## config.mk

```make
export PLATFORM = sky130hd
export DESIGN_NAME = multicycle_param_processor_flat
export DESIGN_NICKNAME = d
export VERILOG_FILES = /design/src/rtl/multicycle_param_processor_if.sv /design/src/rtl/multicycle_param_processor.sv /design/src/flat_wrapper.sv
export SDC_FILE = /design/constraint.sdc
export NUM_CORES = 1
export LEC_CHECK = 0
export CAP_MARGIN = 20
export CELL_PAD_IN_SITES_DETAIL_PLACEMENT = 1
export CELL_PAD_IN_SITES_GLOBAL_PLACEMENT = 2
export CORE_UTILIZATION = 46
export DETAILED_ROUTE_END_ITERATION = 10
export PLACE_DENSITY_LB_ADDON = 0.1
export SYNTH_ARGS = -nofsm -noshare
export SYNTH_HDL_FRONTEND = slang
export SYNTH_SLANG_ARGS = --single-unit
```

## constraint.sdc

```tcl
create_clock -name clk -period 7.1 [get_ports clk]
set_input_delay 2.13 -clock clk [delete_from_list [all_inputs] [get_ports clk]]
set_output_delay 2.13 -clock clk [all_outputs]
set_load 0.01 [all_outputs]
```

## src/rtl/multicycle_param_processor_if.sv

```systemverilog
// Load, control and status bundle of the multi-cycle processor.
// The core takes the slave side and the loader/sequencer takes the master side.
interface multicycle_param_processor_if #(
  parameter int DATA_W = 8,
  parameter int REG_AW = 2,
  parameter int PC_W   = 4
);
  localparam int INSTR_W = 3 + 3 * REG_AW;

  logic               start;
  logic               imem_we;
  logic [PC_W-1:0]    imem_addr;
  logic [INSTR_W-1:0] imem_data;
  logic               reg_we;
  logic [REG_AW-1:0]  reg_addr;
  logic [DATA_W-1:0]  reg_data;
  logic               busy;
  logic               done;
  logic [PC_W-1:0]    pc;
  logic [INSTR_W-1:0] instr;
  logic [DATA_W-1:0]  result;
  logic               zero;

  modport master (
    output start, imem_we, imem_addr, imem_data, reg_we, reg_addr, reg_data,
    input  busy, done, pc, instr, result, zero
  );

  modport slave (
    input  start, imem_we, imem_addr, imem_data, reg_we, reg_addr, reg_data,
    output busy, done, pc, instr, result, zero
  );
endinterface

```

## src/rtl/multicycle_param_processor.sv

```systemverilog
// Parametrised two-cycle-per-instruction processor: FETCH loads the IR, EXEC retires it.
// Instruction memory and register file are writable from outside only while IDLE.
module multicycle_param_processor #(
  parameter int DATA_W = 8,
  parameter int REG_AW = 2,
  parameter int PC_W   = 4
) (
  input  logic clk,
  input  logic rst_n,
  multicycle_param_processor_if.slave bus
);
  localparam int INSTR_W    = 3 + 3 * REG_AW;
  localparam int N_REGS     = 1 << REG_AW;
  localparam int IMEM_DEPTH = 1 << PC_W;

  localparam logic [1:0] S_IDLE  = 2'd0;
  localparam logic [1:0] S_FETCH = 2'd1;
  localparam logic [1:0] S_EXEC  = 2'd2;

  localparam logic [2:0] OP_ADD  = 3'd0;
  localparam logic [2:0] OP_SUB  = 3'd1;
  localparam logic [2:0] OP_AND  = 3'd2;
  localparam logic [2:0] OP_OR   = 3'd3;
  localparam logic [2:0] OP_XOR  = 3'd4;
  localparam logic [2:0] OP_JMP  = 3'd5;
  localparam logic [2:0] OP_BZ   = 3'd6;
  localparam logic [2:0] OP_HALT = 3'd7;

  logic [1:0]         state_reg;
  logic [PC_W-1:0]    pc_reg;
  logic [INSTR_W-1:0] ir_reg;
  logic [DATA_W-1:0]  result_reg;
  logic               zero_reg;
  logic               done_reg;

  logic [DATA_W-1:0]  reg_q  [N_REGS];
  logic [INSTR_W-1:0] imem_q [IMEM_DEPTH];

  logic               is_idle;
  logic               exec_alu;
  logic [2:0]         op;
  logic [REG_AW-1:0]  rs1;
  logic [REG_AW-1:0]  rs2;
  logic [REG_AW-1:0]  rd;
  logic [PC_W-1:0]    target;
  logic [PC_W-1:0]    pc_inc;
  logic [DATA_W-1:0]  op_a;
  logic [DATA_W-1:0]  op_b;
  logic [DATA_W-1:0]  alu_value;

  assign is_idle  = (state_reg == S_IDLE);
  assign op       = ir_reg[INSTR_W-1 -: 3];
  assign rs1      = ir_reg[3*REG_AW-1 -: REG_AW];
  assign rs2      = ir_reg[2*REG_AW-1 -: REG_AW];
  assign rd       = ir_reg[REG_AW-1:0];
  assign target   = ir_reg[PC_W-1:0];
  assign pc_inc   = pc_reg + PC_W'(1);
  assign exec_alu = (state_reg == S_EXEC) && (op <= OP_XOR);

  // Operands come from the registered file, so rd == rs1/rs2 sees pre-write values.
  assign op_a = reg_q[rs1];
  assign op_b = reg_q[rs2];

  always_comb begin
    alu_value = '0;
    case (op)
      OP_ADD:  alu_value = op_a + op_b;
      OP_SUB:  alu_value = op_a - op_b;
      OP_AND:  alu_value = op_a & op_b;
      OP_OR:   alu_value = op_a | op_b;
      OP_XOR:  alu_value = op_a ^ op_b;
      default: alu_value = '0;
    endcase
  end

  genvar gi;

  // Register file: cleared on reset, written by EXEC of an ALU op or by an IDLE load.
  generate
    for (gi = 0; gi < N_REGS; gi++) begin : g_regs
      logic [DATA_W-1:0] word_reg;
      always_ff @(posedge clk or negedge rst_n) begin
        if (!rst_n) begin
          word_reg <= '0;
        end else if (exec_alu && rd == REG_AW'(gi)) begin
          word_reg <= alu_value;
        end else if (is_idle && bus.reg_we && bus.reg_addr == REG_AW'(gi)) begin
          word_reg <= bus.reg_data;
        end
      end
      assign reg_q[gi] = word_reg;
    end
  endgenerate

  // Instruction memory resets to all-ones so an unloaded program halts at once.
  generate
    for (gi = 0; gi < IMEM_DEPTH; gi++) begin : g_imem
      logic [INSTR_W-1:0] word_reg;
      always_ff @(posedge clk or negedge rst_n) begin
        if (!rst_n) begin
          word_reg <= '1;
        end else if (is_idle && bus.imem_we && bus.imem_addr == PC_W'(gi)) begin
          word_reg <= bus.imem_data;
        end
      end
      assign imem_q[gi] = word_reg;
    end
  endgenerate

  always_ff @(posedge clk or negedge rst_n) begin
    if (!rst_n) begin
      state_reg  <= S_IDLE;
      pc_reg     <= '0;
      ir_reg     <= '0;
      result_reg <= '0;
      zero_reg   <= 1'b0;
      done_reg   <= 1'b0;
    end else begin
      done_reg <= 1'b0;
      case (state_reg)
        S_IDLE: begin
          if (bus.start) begin
            state_reg <= S_FETCH;
            pc_reg    <= '0;
          end
        end
        S_FETCH: begin
          ir_reg    <= imem_q[pc_reg];
          state_reg <= S_EXEC;
        end
        S_EXEC: begin
          state_reg <= S_FETCH;
          case (op)
            OP_JMP:  pc_reg <= target;
            OP_BZ:   pc_reg <= zero_reg ? target : pc_inc;
            OP_HALT: begin
              state_reg <= S_IDLE;
              done_reg  <= 1'b1;
            end
            default: begin
              pc_reg     <= pc_inc;
              result_reg <= alu_value;
              zero_reg   <= (alu_value == '0);
            end
          endcase
        end
        default: state_reg <= S_IDLE;
      endcase
    end
  end

  assign bus.busy   = (state_reg == S_FETCH) || (state_reg == S_EXEC);
  assign bus.done   = done_reg;
  assign bus.pc     = pc_reg;
  assign bus.instr  = ir_reg;
  assign bus.result = result_reg;
  assign bus.zero   = zero_reg;
endmodule

```

## src/flat_wrapper.sv

```systemverilog
// flat-port wrapper written by rule: the top's interface ports become plain ports
module multicycle_param_processor_flat 
#(
  parameter int DATA_W = 8,
  parameter int REG_AW = 2,
  parameter int PC_W   = 4
)
  (clk, rst_n, bus_start, bus_imem_we, bus_imem_addr, bus_imem_data, bus_reg_we, bus_reg_addr, bus_reg_data, bus_busy, bus_done, bus_pc, bus_instr, bus_result, bus_zero);
  multicycle_param_processor_if #(.DATA_W(DATA_W), .REG_AW(REG_AW), .PC_W(PC_W)) bus_i ();
  input  logic clk;
  input  logic rst_n;
  input wire logic [$bits(bus_i.start)-1:0] bus_start;
  input wire logic [$bits(bus_i.imem_we)-1:0] bus_imem_we;
  input wire logic [$bits(bus_i.imem_addr)-1:0] bus_imem_addr;
  input wire logic [$bits(bus_i.imem_data)-1:0] bus_imem_data;
  input wire logic [$bits(bus_i.reg_we)-1:0] bus_reg_we;
  input wire logic [$bits(bus_i.reg_addr)-1:0] bus_reg_addr;
  input wire logic [$bits(bus_i.reg_data)-1:0] bus_reg_data;
  output wire logic [$bits(bus_i.busy)-1:0] bus_busy;
  output wire logic [$bits(bus_i.done)-1:0] bus_done;
  output wire logic [$bits(bus_i.pc)-1:0] bus_pc;
  output wire logic [$bits(bus_i.instr)-1:0] bus_instr;
  output wire logic [$bits(bus_i.result)-1:0] bus_result;
  output wire logic [$bits(bus_i.zero)-1:0] bus_zero;
  assign bus_i.start = bus_start;
  assign bus_i.imem_we = bus_imem_we;
  assign bus_i.imem_addr = bus_imem_addr;
  assign bus_i.imem_data = bus_imem_data;
  assign bus_i.reg_we = bus_reg_we;
  assign bus_i.reg_addr = bus_reg_addr;
  assign bus_i.reg_data = bus_reg_data;
  assign bus_busy = bus_i.busy;
  assign bus_done = bus_i.done;
  assign bus_pc = bus_i.pc;
  assign bus_instr = bus_i.instr;
  assign bus_result = bus_i.result;
  assign bus_zero = bus_i.zero;
  multicycle_param_processor #(.DATA_W(DATA_W), .REG_AW(REG_AW), .PC_W(PC_W)) u_core (.clk(clk), .rst_n(rst_n), .bus(bus_i));
endmodule
```

==> key figures <==
Run status
  • Status: finished, final reports clean

Logic synthesis
  • Main synth FF type: dfstp_2
  • Synth Warn #: 0
  • Sequential area share after synthesis: 0.485
  • Synthesized area per cell: about 13 um^2
  • Post-synthesis xor/xnor area fraction: 0.0120
  • Synthesized cell area: ~11000 um^2
  • Post-synth ARST share: 1.00
  • Mux cell area share after synthesis: 0.307
  • Adder-Cell Fraction of Synth Area: 0.0368
  • Main combinational cell family by area after synthesis: multiplexers
  • Post-synthesis compound-gate area fraction: 0.0727
  • Yosys reg bits: around 200
  • EDFF count, synth: 0
  • Unique masters post-synth: 55
  • Syn_nets: slightly below 900
  • Cells after Synth: 823
  • Simple-gate area share of the yosys netlist: 0.0565

Critical path
  • Critical Path End Type: register
  • Crit-path most repeated cell: o21ai_0
  • Critical-path top delay cell: dfrtp_1
  • Arr. time, crit path: 4.79 ns
  • Cell family with most CP delay: compound AO/OA/AOI/OAI gates
  • Worst setup SP type: register
  • Crit-path cells: mux4_2 -> inv_1 -> ha_1 -> nand2_1 -> o21ai_0 -> fa_1 -> nand2b_1 -> a21oi_1 -> o21a_1 -> nor2_1 -> xnor2_1 -> a221oi_1 -> o21ai_0
  • CP Data Required Time: between 7 and 8 ns
  • Crit. path cell count: 13
  • FF-to-FF path depth: 13
  • CP Max Fanout: 11
  • Critical path type: register to register
  • Flop-to-flop setup slack: approximately 2.7 ns
  • Slowest stage delay, CP: 0.79 ns
  • Buffers plus inverters on the worst setup path: 1

Placement
  • Dpl hpwl: slightly above 20 mm
  • GP Congestion: 0.842
  • PortBufs: a little over 50
  • Placed Cells: around 1.1k

Routing
  • ANT nets after route: 0
  • Routed wire length per instance: 24.7 um
  • Drt via density: between 5 and 6
  • Initial DRC Count: 323
  • Vias: 7021
  • Total Wirelength: a little under 30 mm
  • Post-route DRC violation count: 0
  • DRT Pass-1 Iters: 4

Pwr
  • Switching pwr: 537 uW
  • Switching Share: 0.214
  • Leakage: around 0.0053 uW
  • Seq pwr share: 0.457
  • Final Total Pwr: between 2000 and 3000 uW
  • Peak supply drop: 0.000222 V
  • Internal power: about 2000 uW
  • Pwr Density: 204 nW/um^2
  • Combinational power share: 0.024
  • Clock power frac: 0.519

Floorplanning
  • Die Y: roughly 150 um
  • Initial Utilization: 0.471
  • # rows: 55
  • IO Pins: 52
  • Die W: 155 um
  • Core Region: between 20000 and 25000 um^2
  • Die area: roughly 24000 um^2

STA
  • Final TNS setup: 0 ns
  • Count of final setup violators: 0
  • Final hold violation count: 0
  • Min Tclk post-route: 4.44 ns
  • Slew Limit Fails: 0
  • Max Clock Freq: 225 MHz
  • RSZ-0062 raised after global routing: no
  • Worst slew pin tran: 1.13 ns
  • Final period utilization: 0.625
  • Setup Skew: 0.0134 ns
  • Rel. slew slack: 0.243

CTS
  • Clock Pin Slew Worst Setup and Hold Paths: approximately 0.06 ns
  • Clock Latency Late Sink: 0.52 ns
  • Post-CTS setup buffer count: 0
  • CTS Buf Count: 24
  • CTS H-Tree Depth: 1
  • CTS resizes: 0
  • CTS tree: yes
  • Clock tree buffer depth: 3
  • CTS root buf: clkbuf_16
  • Clock sink count: 201
  • CTS Hold Bufs: 0

Global route
  • GRT overflow: 0
  • GRT Max-Usage Layer: met2
  • Global routing usage on met3: 0.0353
  • Vias in the first global route: ~8k
  • First-pass GRT wire length: approximately 47 mm
  • Met1 Use GR: 0.311
  • GRT Util Overall: 0.258
  • M2 GR Usage: 0.471
  • Largest net degree at the start of global routing: about 110
  • Initial antenna violation count: 1

Cells and area
  • Total Nets Final: between 900 and 1k
  • Post-Layout Cell Count: between 1k and 1.5k
  • Fillers: between 2k and 2.5k
  • Layout cell share with drive strength beyond 1: 0.469
  • Area grow syn2layout: 15.1%
  • Max reg flops: roughly 140
  • Reg area: approximately 5200 um^2
  • Multi-input logic area: ~5200 um^2

Flow run
  • Max_cap viols: 0

Min path
  • Hold Crit Class: register to register
  • Worst hold stages: 2
-- metrics by stage --
step                      instance area [um^2]  setup slack, ns   util  hold WS (ns)
after floorplan                          10700             3.56      -         0.514
after global placement                   11500             2.69  0.504         0.470
after detailed placement                 11500             2.61  0.504         0.487
after CTS                                12300             2.61  0.542         0.501
after global routing                     12300             2.32  0.542         0.539
final                                    12400             2.66  0.542         0.503
-- cells in the final DEF (no fill, tap or decap), types with 3 or more instances in the layout --
master           synthesis  final
o22ai_1                  9      9
clkbuf_8                 0      6
dfrtp_1                 57     56
mux2_2                 165    165
buf_4                    2      8
o21ai_0                 39     39
nand2b_1                 7      7
nor3_1                   5      5
o221ai_1                13     13
inv_1                   22     22
dfstp_2                144    144
mux2i_1                 46     46
nand3_1                  3      3
a211oi_1                 9      9
clkdlybuf4s50_1          0     50
nor2_1                  51     51
a21oi_1                 39     39
xnor2_1                 10     10
ha_1                    30     30
mux4_2                  41     41
clkbuf_16                0     27
clkinv_2                 0      4
or4_1                    3      3
a22oi_1                  4      4
nor2b_1                  4      4
nand2_1                 38     38
-- final timing paths --
check / from / end
min in group asynchronous: rst_n / u_core.bus.result[7]
worst min-delay path: u_core.bus.result[7] / u_core.bus.result[7]
max in group asynchronous: rst_n / u_core.g_regs[3].word_reg[7]
worst max-delay path: u_core.bus.instr[2] / u_core.bus.result[6]
worst max register to register: u_core.bus.instr[2] / u_core.bus.result[6]
worst min register to register: u_core.bus.result[7] / u_core.bus.result[7]
-- Yosys cell counts, types with 10 or more instances --
master,instances,area share
mux2i_1,46,0.043
dfrtp_1,57,0.13
clkbuf_1,31,0.011
xnor2_1,10,0.0082
mux2_2,165,0.17
nand2_1,38,0.013
dfstp_2,144,0.35
nor2_1,51,0.018
inv_1,22,0.0077
a21oi_1,39,0.018
o221ai_1,13,0.011
mux4_2,41,0.086
o21ai_0,39,0.018
ha_1,30,0.035
-- metal layers --
layer	up-vias	routed length (um)
met5	-	13
met4	2	1080
met3	61	955
met2	137	15500
met1	3696	12000
li1	3125	-
-- kinds of logic (layout without fill, tap and decap cells) --
group | count (synthesis) | count (layout)
muxes | 254 | 254
buffers and inverters | 69 | 127
xor gates and xnor gates | 13 | 13
and+or+nand+nor | 129 | 129
adders and majority gates | 31 | 31
DFF | 201 | 201
other | 0 | 2
AOI/OAI and AO/OA | 126 | 126
-- power by group through the flow --
| stage | clock network, uW | logic [uW] | registers, uW |
|---|---|---|---|
| 6_report | 1310 | 59.7 | 1150 |
| 5_1_grt | 1370 | 66.0 | 1150 |
| 4_1_cts | 1340 | 61.4 | 1150 |
| 3_5_place_dp | 0 | 61.0 | 1170 |
| 3_3_place_gp | 0 | 58.6 | 1170 |
| 2_1_floorplan | 0 | 7.74 | 1170 |
-- worst min-delay path, stage by stage (launching register included) --
cell,delay [ns]
dfrtp_1,0.35
nand2_1,0.05
o21ai_0,0.06
-- cell type report --
cell class              count  area share
multi-input cells         553       0.422
diodes                      2    0.000405
clock inverters            10     0.00881
repair buffers             60      0.0474
well taps                 313      0.0317
clock buffers              34      0.0609
flip-flops and latches    201       0.422
inverters                  23     0.00699
Note: power is estimated with default switching activity, not from simulation.
==> edit 1, RTL diff (same flow settings) <==
`REG_AW` is set to 2 in 3 places; all go to 3.
--- a/src/rtl/multicycle_param_processor_if.sv
+++ b/src/rtl/multicycle_param_processor_if.sv
@@ -2,7 +2,7 @@
 // The core takes the slave side and the loader/sequencer takes the master side.
 interface multicycle_param_processor_if #(
   parameter int DATA_W = 8,
-  parameter int REG_AW = 2,
+  parameter int REG_AW = 3,
   parameter int PC_W   = 4
 );
   localparam int INSTR_W = 3 + 3 * REG_AW;
--- a/src/rtl/multicycle_param_processor.sv
+++ b/src/rtl/multicycle_param_processor.sv
@@ -2,7 +2,7 @@
 // Instruction memory and register file are writable from outside only while IDLE.
 module multicycle_param_processor #(
   parameter int DATA_W = 8,
-  parameter int REG_AW = 2,
+  parameter int REG_AW = 3,
   parameter int PC_W   = 4
 ) (
   input  logic clk,
--- a/src/flat_wrapper.sv
+++ b/src/flat_wrapper.sv
@@ -2,7 +2,7 @@
 module multicycle_param_processor_flat 
 #(
   parameter int DATA_W = 8,
-  parameter int REG_AW = 2,
+  parameter int REG_AW = 3,
   parameter int PC_W   = 4
 )
   (clk, rst_n, bus_start, bus_imem_we, bus_imem_addr, bus_imem_data, bus_reg_we, bus_reg_addr, bus_reg_data, bus_busy, bus_done, bus_pc, bus_instr, bus_result, bus_zero);
Ports: changed (resized bus_imem_data, bus_instr and bus_reg_addr); port bits go from 52 to 59. The function was not compared with the original's and may differ.
==> edit 1 against the original RTL <==
- worst setup slack worse by 0.56 ns
- clock power increased by 34%
- power rose to 3.6 times the old value
- worst hold slack got worse by 0.029 ns
- count of clock-buffer cells in the layout rose by 15
- synthesized cell count grew 45%
- sequential power grew to 2.9 times the old value
- routed wire length up 44%
- core utilization decreased by 0.94 points
- sequential cell count increased by 83
- final area grew 40%
- sequential share of layout area is 0.21 points higher
- area after synthesis up 42%
- critical endpoint is now u_core.bus.zero
- largest cell class unchanged
- highest routed layer is now met4
==> edit 1: results (changes against the original RTL) <==
Run status
  – Status: finished, final reports clean

Finish
  – Fill cell count: 3341 (+49%)
  – Antenna diodes: 0 (-2)
  – Max FFs per register: 192 (+33%)
  – Share of cells above drive strength 1: 45.13% (-1.7 points)

Synth
  – Top cells by count, synth: 232 x mux2_2, 192 x dfstp_2, 117 x mux2i_1, 92 x dfrtp_1, 76 x nor2_1
  – Mapped Avg Cell Area: 12.74 sq um (-2.3%)
  – Syn nets: 1256 (+42%)
  – Register area share after synthesis: 48.35% (-0.20 points)
  – Synth top area cells: dfstp_2 33%, mux2_2 17%, dfrtp_1 15%
  – Post-synth cell types: 55 (unchanged)
  – Yosys warns: 0 (unchanged)
  – Top_reg_cell synth: dfstp_2

GRT
  – Total track usage: 26.33% (+0.50 points)
  – GR Layer Usage met1: 33.90% (+2.8 points)
  – Met2 usage: 46.30% (-0.78 points)
  – Global-route track usage on met3: 2.773% (-0.76 points)
  – Pin count of the biggest net entering global routing: 145 (+33%)
  – Number of global-route vias before repair: 10.65k (+35%)
  – First-pass GRT wire length: 66160 um (+42%)
  – Initial antenna violation count: 0 (-1)

Placement
  – Setup Slack @ Placement: 2.132 ns (-0.4748 ns)
  – Gpl congestion: 0.8573 (+1.8%)
  – Placed cell count: 1624 (+41%)
  – Port bufs: 58 (+14%)
  – Instance area after placement: 16170 sq um (+41%)
  – Dpl hpwl: 27030 um (+30%)

Detailed routing
  – Avg WL per Cell: 25.23 um (+2.0%)
  – DR iter-0 viols: 418 (+29%)
  – Drt pass-1 iters: 4 (unchanged)
  – Final wirelength: 42520 um (+44%)
  – Vias per cell: 5.828 (-0.72%)

Clocking
  – CTS root buf: clkbuf_16
  – Clock transition at path regs: 0.06 ns (about the same)
  – H-tree Lvls: 2 (+1)
  – Clock buffer depth: 3 (unchanged)
  – CTS Buf Count: 34 (+42%)
  – Worst-Skew Late Latency: 0.52 ns (about the same)
  – Cts repair resizes: 0 (unchanged)

Pwr
  – Peak VDD IR: 0.0003075 V (+38%)
  – Leak pwr: 0.006811 uW (+30%)

STA
  – Setup TNS: 0 ns (unchanged)
  – Clock Skews: 0.01006 ns (-0.003378 ns)
  – Worst Max-Slew Pin Slew: 1.098 ns (-0.03100 ns)
  – Worst Hold Margin: 0.4738 ns (-0.02919 ns)
  – Minimum clock period: 4.998 ns (+0.5622 ns)

Worst setup path
  – Worst EP arrival: 5.45 ns (+0.66 ns)
  – Crit Path Max Fanout: 17 (+6)
-- edit 1: logic make-up after synthesis --
family | synth area share (%)
muxes | 32.97
and+or+nand+nor | 5.500
DFF | 48.35
adders and majority gates | 2.602
buffers and inverters | 3.013
xor gates and xnor gates | 0.6340
AOI/OAI and AO/OA | 6.941
-- edit 1: final timing paths --
path,startpoint,endpoint,depth (start not counted)
worst min-delay path,u_core.bus.result[1],u_core.bus.result[1],2
worst min register to register,u_core.bus.result[1],u_core.bus.result[1],2
worst max register to register,u_core.bus.instr[4],u_core.bus.zero,15
min in group asynchronous,rst_n,u_core.state_reg[1],1
worst max-delay path,u_core.bus.instr[4],u_core.bus.zero,15
max in group asynchronous,rst_n,u_core.g_imem[3].word_reg[9],2
-- edit 1: metal layers --
layer  up-vias  wire length [um]
met5         -                 0
met4         0              1292
met3        66              1244
met2       162             21660
met1      5169             18320
li1       4423                 -
-- edit 1: cell type report --
cell class / count / area [sq um] / share of cell area [%]
clock buffers: 49 / 987.2 / 5.693
repair buffers: 81 / 810.8 / 4.675
flip-flops and latches: 284 / 7351 / 42.39
clock inverters: 10 / 132.6 / 0.7648
well taps: 442 / 553.0 / 3.189
inverters: 24 / 90.09 / 0.5195
multi-input cells: 795 / 7417 / 42.77
-- edit 1: power breakdown --
group	internal, uW	switching [uW]
sequential	2730	603
combinational	1860	2070
clock	1050	710
total	5640	3380
-- edit 1: worst max-delay path, stage by stage, from the launching register on --
cell and delay [ns]:
dfrtp_1 0.87, mux4_1 0.65, mux2_2 0.33, inv_1 0.12, ha_1 0.21, a21oi_1 0.07, xnor2_1 0.17, ha_1 0.34
nor2b_1 0.16, o21a_1 0.19, o21a_1 0.19, o21a_1 0.18, or3_1 0.30, a31oi_1 0.72, and3_1 0.28, a32o_1 0.16
==> edit 2, RTL diff (same settings) <==
Made on the original files. Reset style: synchronous (`rst_n`), changed in 3 clocked blocks.
--- a/src/rtl/multicycle_param_processor.sv
+++ b/src/rtl/multicycle_param_processor.sv
@@ -79,7 +79,7 @@
   generate
     for (gi = 0; gi < N_REGS; gi++) begin : g_regs
       logic [DATA_W-1:0] word_reg;
-      always_ff @(posedge clk or negedge rst_n) begin
+      always_ff @(posedge clk) begin
         if (!rst_n) begin
           word_reg <= '0;
         end else if (exec_alu && rd == REG_AW'(gi)) begin
@@ -96,7 +96,7 @@
   generate
     for (gi = 0; gi < IMEM_DEPTH; gi++) begin : g_imem
       logic [INSTR_W-1:0] word_reg;
-      always_ff @(posedge clk or negedge rst_n) begin
+      always_ff @(posedge clk) begin
         if (!rst_n) begin
           word_reg <= '1;
         end else if (is_idle && bus.imem_we && bus.imem_addr == PC_W'(gi)) begin
@@ -107,7 +107,7 @@
     end
   endgenerate
 
-  always_ff @(posedge clk or negedge rst_n) begin
+  always_ff @(posedge clk) begin
     if (!rst_n) begin
       state_reg  <= S_IDLE;
       pc_reg     <= '0;
Behaviour: differs if rst_n is asserted again (counterexample within 4 cycles, from zero or initial values and one cycle with rst_n low); with rst_n held inactive, the same outputs for 4 cycles.
==> edit 2 against the original RTL <==
- count of clock-buffer cells in the layout shrank 3
- critical endpoint is now u_core.bus.zero
- non-clock buffer count grew 3
- final area shrank 8.2%
- sequential share of layout area shrank 6.7 points
- maximum frequency shrank 1.2%
- sequential cell count is the same
- worst setup slack lost 0.056 ns
- area after synthesis shrank 7.0%
- routed wire length grew 7.4%
- global-route usage grew 3.5 points
Power is not compared: it rests on default switching activity, and its combinational part moved more than twofold at a synthesized area within 25%.
==> edit 2: results (changes against the original RTL) <==
Run status
  – Status: finished, final reports clean

Detailed routing
  – DR iter-0 viols: 585 (+81%)
  – Max Used Layer: met4
  – Avg WL per Cell: 22.08 um (-11%)
  – Metal3 WL: 1661 um (+74%)
  – WL met1: 14560 um (+21%)
  – Detail Route met2 WL: 14630 um (-5.6%)

Synth
  – Area share of fa/ha/maj cells after synthesis: 3.962% (+0.28 points)
  – Top_reg_cell synth: dfxtp_1
  – Syn nets: 1198 (+36%)
  – Synth top area cells: dfxtp_1 40%, mux4_2 14%, nand2_1 12%
  – Post-synth cell types: 53 (-3.6%)
  – Compound-Gate Fraction of Synth Area: 6.846% (-0.43 points)
  – Post-Synth XOR/XNOR Area: 0.8401% (-0.36 points)
  – Mapped Avg Cell Area: 8.761 sq um (-33%)

Finish
  – Fill cell count: 2436 (+8.7%)
  – Area growth syn-to-layout: 13.64%
  – Signal inverters: 22 (-4.3%)
  – Multi-input combinational area share: 48.90% (+6.7 points)
  – Sequential cell count: 201 (unchanged)
  – Bufs w/o clock: 63 (+5.0%)
  – Final net count: 1209 (+31%)
  – Register area: 4026 sq um (-23%)
  – Count of multi-input gates: 838 (+52%)
  – Share of cells above drive strength 1: 10.47% (-36 points)
  – Antenna diodes: 0 (-2)
  – Fin util: 53.61% (-0.63 points)

STA
  – Clock Skews: 0.01890 ns (+0.005465 ns)

GRT
  – Pin count of the biggest net entering global routing: 78 (-28%)
  – Number of global-route vias before repair: 8545 (+8.3%)
  – First-pass GRT wire length: 49610 um (+6.5%)
  – Initial antenna violation count: 0 (-1)

Placement
  – Setup Slack @ Placement: 2.386 ns (-0.2209 ns)
edit 2: worst paths after layout:
check / cells past startpoint / slack [ns] / start / end
max: 13 / 2.61 / u_core.bus.instr[2] / u_core.bus.zero
min: 2 / 0.47 / u_core.g_imem[1].word_reg[5] / u_core.g_imem[1].word_reg[5]
max reg2reg: 13 / 2.61 / u_core.bus.instr[2] / u_core.bus.zero
min reg2reg: 2 / 0.47 / u_core.g_imem[1].word_reg[5] / u_core.g_imem[1].word_reg[5]
edit 2: worst max-delay path, cell delays in order, from the launching register on:
cell,delay (ns)
dfxtp_1,0.84
mux4_2,0.65
inv_1,0.11
ha_1,0.23
nand2_1,0.06
o21ai_0,0.15
fa_1,0.45
nor2b_1,0.25
o32a_1,0.22
o22ai_2,0.15
or4_1,0.51
or3_1,0.30
or3_1,0.32
o31ai_2,0.17
